[config.mk]
export PLATFORM = sky130hd
export DESIGN_NAME = empaque_calcetines
export DESIGN_NICKNAME = d
export VERILOG_FILES = /design/src/rtl/empaque_calcetines.sv
export SDC_FILE = /design/constraint.sdc
export NUM_CORES = 1
export LEC_CHECK = 0
export BUFFER_PORTS_ARGS = -buffer_cell sky130_fd_sc_hd__buf_2
export CAP_MARGIN = 10
export CORE_UTILIZATION = 53
export CTS_CLUSTER_SIZE = 25
export DETAILED_ROUTE_END_ITERATION = 8
export PLACE_DENSITY = 0.76
export SLEW_MARGIN = 10
export SYNTH_ARGS = -nofsm -noshare
export SYNTH_HDL_FRONTEND = slang
export SYNTH_SLANG_ARGS = --single-unit
[constraint.sdc]
create_clock -name clk -period 1.77 [get_ports clk]
set_input_delay 0.177 -clock clk [delete_from_list [all_inputs] [get_ports clk]]
set_output_delay 0.177 -clock clk [all_outputs]
set_load 0.05 [all_outputs]
[src/rtl/empaque_calcetines.sv]
// ---------------------------------------------------------------------------
// empaque_calcetines
//
// Sock packing cell. Counts finished low ("bajo") and high ("alto") socks
// into two trays. When a tray holds PACK_SIZE socks it is emptied into a box.
// The box is sealed for SEAL_CYC cycles and then presented to the downstream
// conveyor with a valid/ready handshake. Every output is a flop, so there is
// no combinational path from any input to any output.
//
// Parameters
//   PACK_SIZE   socks per box (2..7)
//   SEAL_CYC    cycles the sealer stays on for each box (1..7)
//
// Ports
//   clk         system clock, rising edge
//   reset       asynchronous reset, active low (0 = in reset)
//   en          accept enable for sock pulses
//   sock_bajo   one-cycle pulse per finished low sock
//   sock_alto   one-cycle pulse per finished high sock
//   box_ready   conveyor can take a box this cycle
//   box_valid   sealed box presented to the conveyor
//   box_type    type of the current box (0 = bajo, 1 = alto)
//   sellar      sealer actuator on
//   acc_bajo    low socks waiting in the bajo tray
//   acc_alto    high socks waiting in the alto tray
//   cajas_bajo  bajo boxes delivered, modulo 256
//   cajas_alto  alto boxes delivered, modulo 256
//   overflow    sticky flag: a sock was lost to a full tray
//   estado      FSM state code (IDLE=00, SEAL=01, PUSH=10)
// ---------------------------------------------------------------------------
module empaque_calcetines #(
    parameter int PACK_SIZE = 6,
    parameter int SEAL_CYC  = 2
) (
    input  logic       clk,
    input  logic       reset,
    input  logic       en,
    input  logic       sock_bajo,
    input  logic       sock_alto,
    input  logic       box_ready,
    output logic       box_valid,
    output logic       box_type,
    output logic       sellar,
    output logic [2:0] acc_bajo,
    output logic [2:0] acc_alto,
    output logic [7:0] cajas_bajo,
    output logic [7:0] cajas_alto,
    output logic       overflow,
    output logic [1:0] estado
);

    typedef enum logic [1:0] {
        IDLE   = 2'b00,
        SEAL   = 2'b01,
        PUSH   = 2'b10,
        UNUSED = 2'b11
    } state_t;

    localparam logic [2:0] PACK      = 3'(PACK_SIZE);
    localparam logic [2:0] SEAL_LAST = 3'(SEAL_CYC);

    state_t     state_q, state_d;
    logic [2:0] seal_cnt_q, seal_cnt_d;
    logic       box_type_q, box_type_d;
    logic       box_valid_q, box_valid_d;
    logic       sellar_q, sellar_d;
    logic [2:0] acc_bajo_q, acc_bajo_d;
    logic [2:0] acc_alto_q, acc_alto_d;
    logic [7:0] cajas_bajo_q, cajas_bajo_d;
    logic [7:0] cajas_alto_q, cajas_alto_d;
    logic       overflow_q, overflow_d;

    logic       start_bajo, start_alto;
    logic       take_bajo, take_alto;

    assign take_bajo = en & sock_bajo;
    assign take_alto = en & sock_alto;

    // Box sequencing. seal_cnt counts the SEAL cycles already spent,
    // starting at 1 on entry, so the last SEAL cycle is seal_cnt==SEAL_CYC.
    always_comb begin
        state_d      = state_q;
        seal_cnt_d   = seal_cnt_q;
        box_type_d   = box_type_q;
        cajas_bajo_d = cajas_bajo_q;
        cajas_alto_d = cajas_alto_q;
        start_bajo   = 1'b0;
        start_alto   = 1'b0;
        case (state_q)
            IDLE: begin
                if (acc_bajo_q == PACK) begin
                    state_d    = SEAL;
                    seal_cnt_d = 3'd1;
                    box_type_d = 1'b0;
                    start_bajo = 1'b1;
                end else if (acc_alto_q == PACK) begin
                    state_d    = SEAL;
                    seal_cnt_d = 3'd1;
                    box_type_d = 1'b1;
                    start_alto = 1'b1;
                end
            end
            SEAL: begin
                if (seal_cnt_q == SEAL_LAST) begin
                    state_d    = PUSH;
                    seal_cnt_d = 3'd0;
                end else begin
                    seal_cnt_d = seal_cnt_q + 3'd1;
                end
            end
            PUSH: begin
                if (box_ready) begin
                    state_d = IDLE;
                    if (box_type_q) begin
                        cajas_alto_d = cajas_alto_q + 8'd1;
                    end else begin
                        cajas_bajo_d = cajas_bajo_q + 8'd1;
                    end
                end
            end
            default: begin
                state_d    = IDLE;
                seal_cnt_d = 3'd0;
            end
        endcase

        // Flag outputs are derived from the next state so they line up
        // with estado after the edge.
        sellar_d    = (state_d == SEAL);
        box_valid_d = (state_d == PUSH);
    end

    // Trays keep filling regardless of FSM state. The tray being boxed
    // restarts at 0, or at 1 when a sock of that type lands in the same cycle.
    always_comb begin
        acc_bajo_d = acc_bajo_q;
        acc_alto_d = acc_alto_q;
        overflow_d = overflow_q;

        if (start_bajo) begin
            acc_bajo_d = take_bajo ? 3'd1 : 3'd0;
        end else if (take_bajo) begin
            if (acc_bajo_q == PACK) begin
                overflow_d = 1'b1;
            end else begin
                acc_bajo_d = acc_bajo_q + 3'd1;
            end
        end

        if (start_alto) begin
            acc_alto_d = take_alto ? 3'd1 : 3'd0;
        end else if (take_alto) begin
            if (acc_alto_q == PACK) begin
                overflow_d = 1'b1;
            end else begin
                acc_alto_d = acc_alto_q + 3'd1;
            end
        end
    end

    always_ff @(posedge clk or negedge reset) begin
        if (!reset) begin
            state_q      <= IDLE;
            seal_cnt_q   <= 3'd0;
            box_type_q   <= 1'b0;
            box_valid_q  <= 1'b0;
            sellar_q     <= 1'b0;
            acc_bajo_q   <= 3'd0;
            acc_alto_q   <= 3'd0;
            cajas_bajo_q <= 8'd0;
            cajas_alto_q <= 8'd0;
            overflow_q   <= 1'b0;
        end else begin
            state_q      <= state_d;
            seal_cnt_q   <= seal_cnt_d;
            box_type_q   <= box_type_d;
            box_valid_q  <= box_valid_d;
            sellar_q     <= sellar_d;
            acc_bajo_q   <= acc_bajo_d;
            acc_alto_q   <= acc_alto_d;
            cajas_bajo_q <= cajas_bajo_d;
            cajas_alto_q <= cajas_alto_d;
            overflow_q   <= overflow_d;
        end
    end

    assign box_valid  = box_valid_q;
    assign box_type   = box_type_q;
    assign sellar     = sellar_q;
    assign acc_bajo   = acc_bajo_q;
    assign acc_alto   = acc_alto_q;
    assign cajas_bajo = cajas_bajo_q;
    assign cajas_alto = cajas_alto_q;
    assign overflow   = overflow_q;
    assign estado     = state_q;

endmodule

==> results.py <==
metrics = {
    "run_status": {
        "status": "finished, final reports clean",
    },
    "floorplan": {
        "die_h_um": 56.32,
        "fp-row-count": 19,
        "start_util_pct": 56.23,
        "ios": 34,
        "core_area_um2": 2781,
        "dieArea_um2": 3172,
        "die_w_um": 56.32,
    },
    "cts": {
        "holdBufCountCts": 1,
        "cts_inserted_buffers": 5,
        "ctsResizeCount": 0,
        "cts-root-buf": "clkbuf_4",
        "clk_path_buf_depth": 2,
        "postCtsSetupBuffers": 0,
        "htree_num_levels": 2,
        "clk_pin_slew_ns": 0.08,
        "clock-sinks": 31,
        "clock_latency_ns": 0.33,
        "cts_tree": "built",
    },
    "yosys": {
        "synthTopCellsByArea": "dfrtp_1, nand2_1, xnor2_1",
        "yosys.area.top_type": "dfrtp_1",
        "avgSynthCellArea_um2": 11.01,
        "syn_nets": 154,
        "synth_seq_cells": 31,
        "yosysWarnings": 0,
        "yosysTopAreaCellShare_pct": 49.60,
        "synth.yosys.seq_area_share_pct": 49.60,
        "synth_cell_types": 40,
        "synth_area_um2": 1564,
        "syn_inst": 142,
    },
    "sta": {
        "setup-violations-final": 0,
        "slew_headroom_pct": 54.81,
        "period_needed_ns": 1.669,
        "tns_ns": 0,
        "finalMaxSlewViolations": 0,
        "period_share_pct": 94.32,
        "fin_skew_ns": 0.004139,
        "fin_ws_ns": 0.1006,
        "grt_setup_unrepaired": "no",
        "finalHoldViolCount": 0,
        "max_freq_ghz": 0.5990,
        "worstMarginPinSlew_ns": 0.6779,
    },
    "detailed_routing": {
        "drcViolationCount": 0,
        "first_iter_violations": 69,
        "viasPerCell": 5.783,
        "routedWlPerCell_um": 13.81,
        "drt_pass1_iterations": 4,
        "ant_nets": 0,
        "vias": 1226,
        "wl_mm": 2.928,
    },
    "grt": {
        "grt_usage_pct": 20.55,
        "grt_overflow": 0,
        "grt_pass1_wl_mm": 4.919,
        "grt_antenna_before_repair": 0,
        "grt_max_degree": 32,
        "first_global_vias": 1125,
    },
    "power_and_ir_drop": {
        "powerDensity_nw_per_um2": 1636,
        "combPwrFrac_pct": 47.9,
        "finalPower_w": 0.002976,
        "internal_power_w": 0.001513,
        "swShare_pct": 49.15,
        "leakage_nw": 0.9176,
        "power_frac_seq_pct": 39.9,
        "ir_drop_mv": 1.247,
        "power.share.clock_pct": 12.2,
        "p_sw_w": 0.001463,
    },
    "cells_and_area": {
        "final_cell_mix": "buf_2, dfrtp_1, nand2_1, xnor2_1, nor3_1",
        "nets": 194,
        "final_common_cell": "buf_2",
        "drive_gt1_share_pct": 27.62,
        "area_delta_synth_final_pct": 16.32,
        "diodes": 0,
    },
    "worst_setup_path": {
        "path_max_fanout": 6,
        "criticalPathCategory": "reg2reg",
        "required_ns": 1.98,
        "critPathArrivalTime_ns": 1.88,
        "endpoint_kind": "flip-flop",
        "crit_path_start_kind": "flip-flop",
        "rr_worst_depth": 5,
    },
    "hold_path": {
        "min_path_type": "in2reg",
        "hold_depth": 3,
    },
    "place": {
        "gp_congestion": 0.8780,
        "port_buffers": 33,
        "dp_hpwl_mm": 2.127,
        "post-place-ws_ns": 0.1407,
    },
    "run": {
        "max-cap-violations": 0,
    },
}
[path summary, 6_finish.rpt]
kind | endpoint | slack (ns) | start
setup / recovery | acc_alto[2] | 0.10 | acc_bajo[0]
hold / removal | acc_bajo[0] | 0.13 | sock_bajo
setup reg to reg | acc_alto[2] | 0.10 | acc_bajo[0]
hold reg to reg | cajas_alto[7] | 0.46 | cajas_alto[7]
max in group asynchronous | acc_bajo[1] | 0.88 | reset
min in group asynchronous | cajas_alto[7] | 0.41 | reset
[metrics by stage]
step	instances	utilization [%]	hold WS (ns)	cell area (um2)
after global placement	205	63.56	0.2474	1768
after detailed placement	205	63.56	0.2579	1768
after global routing	212	65.41	0.1485	1819
after floorplan	142	-	-0.1186	1572
after CTS	212	65.41	0.1275	1819
final	212	65.41	0.1313	1819
[Yosys cell counts]
| cell type | number |
|---|---|
| a311oi_1 | 1 |
| nor4_2 | 2 |
| o22ai_1 | 1 |
| o211ai_1 | 1 |
| a211o_1 | 1 |
| a211oi_1 | 5 |
| dfrtp_1 | 31 |
| nand4bb_4 | 1 |
| nor2b_1 | 1 |
| nor3_1 | 7 |
| inv_1 | 3 |
| and4bb_2 | 1 |
| o21bai_1 | 1 |
| and2b_2 | 1 |
| and3_1 | 2 |
| clkbuf_1 | 1 |
| nand3_1 | 3 |
| nor3b_1 | 2 |
| nor2_1 | 5 |
| mux2i_1 | 2 |
| o21ai_0 | 2 |
| a311o_1 | 1 |
| o31ai_1 | 1 |
| and4b_2 | 1 |
| o31a_1 | 1 |
| o2bb2ai_1 | 3 |
| nand2b_1 | 2 |
| a21bo_2 | 1 |
| a21oi_1 | 4 |
| nand4_1 | 4 |
| and2_1 | 2 |
| or3_1 | 1 |
| nand4b_4 | 1 |
| ha_1 | 6 |
| or2b_1 | 1 |
| xnor2_1 | 9 |
| a221oi_1 | 1 |
| nand2_1 | 22 |
| buf_6 | 1 |
| xor2_1 | 6 |
[power groups by stage]
stage	logic, W	clock network [W]	registers, W
after floorplan	0.000581	0	0.00170
after global placement	0.00139	0	0.00118
after detailed placement	0.00142	0	0.00120
after CTS	0.00144	0.000372	0.00119
after global routing	0.00153	0.000400	0.00122
final	0.00143	0.000362	0.00119
[worst max-delay path: stages, from the launching register on]
cell and delay (ns):
dfrtp_2 0.40, inv_1 0.06, ha_1 0.28, a211oi_2 0.32, nor2_1 0.11, or3_1 0.38
[layout make-up]
type	count	area [um2]
Clock buffer	6	41.29
Multi-Input combinational cell	106	767.0
Sequential cell	31	778.2
Timing Repair Buffer	35	182.7
Tap cell	31	38.79
Fill cell	228	962.2
Inverter	3	11.26
[cells by family after synthesis]
group,after synthesis,synth area share (%)
simple gates,59,22.88
flops,31,49.60
compound gates,24,11.36
xor+xnor,15,8.400
fa+ha+maj,6,4.800
buf+inv,5,1.680
mux,2,1.280
[sequential cells by signal (all words and copies together), names as in the netlist]
signal and count:
acc_alto 3, estado 2, seal_cnt_q 3, cajas_bajo 8
cajas_alto 8, acc_bajo 3, overflow 1, sellar 1
box_valid 1, box_type 1
[layer usage]
layer / share of wire [%] / up-vias / track usage [%]
li1: - / 595 / -
met1: 44 / 580 / 26.77
met2: 48 / 39 / 31.63
met3: 4.6 / 12 / 5.069
met4: 3.1 / 0 / 11.15
met5: 0 / - / 0
Note: power is estimated with default switching activity, not from simulation.
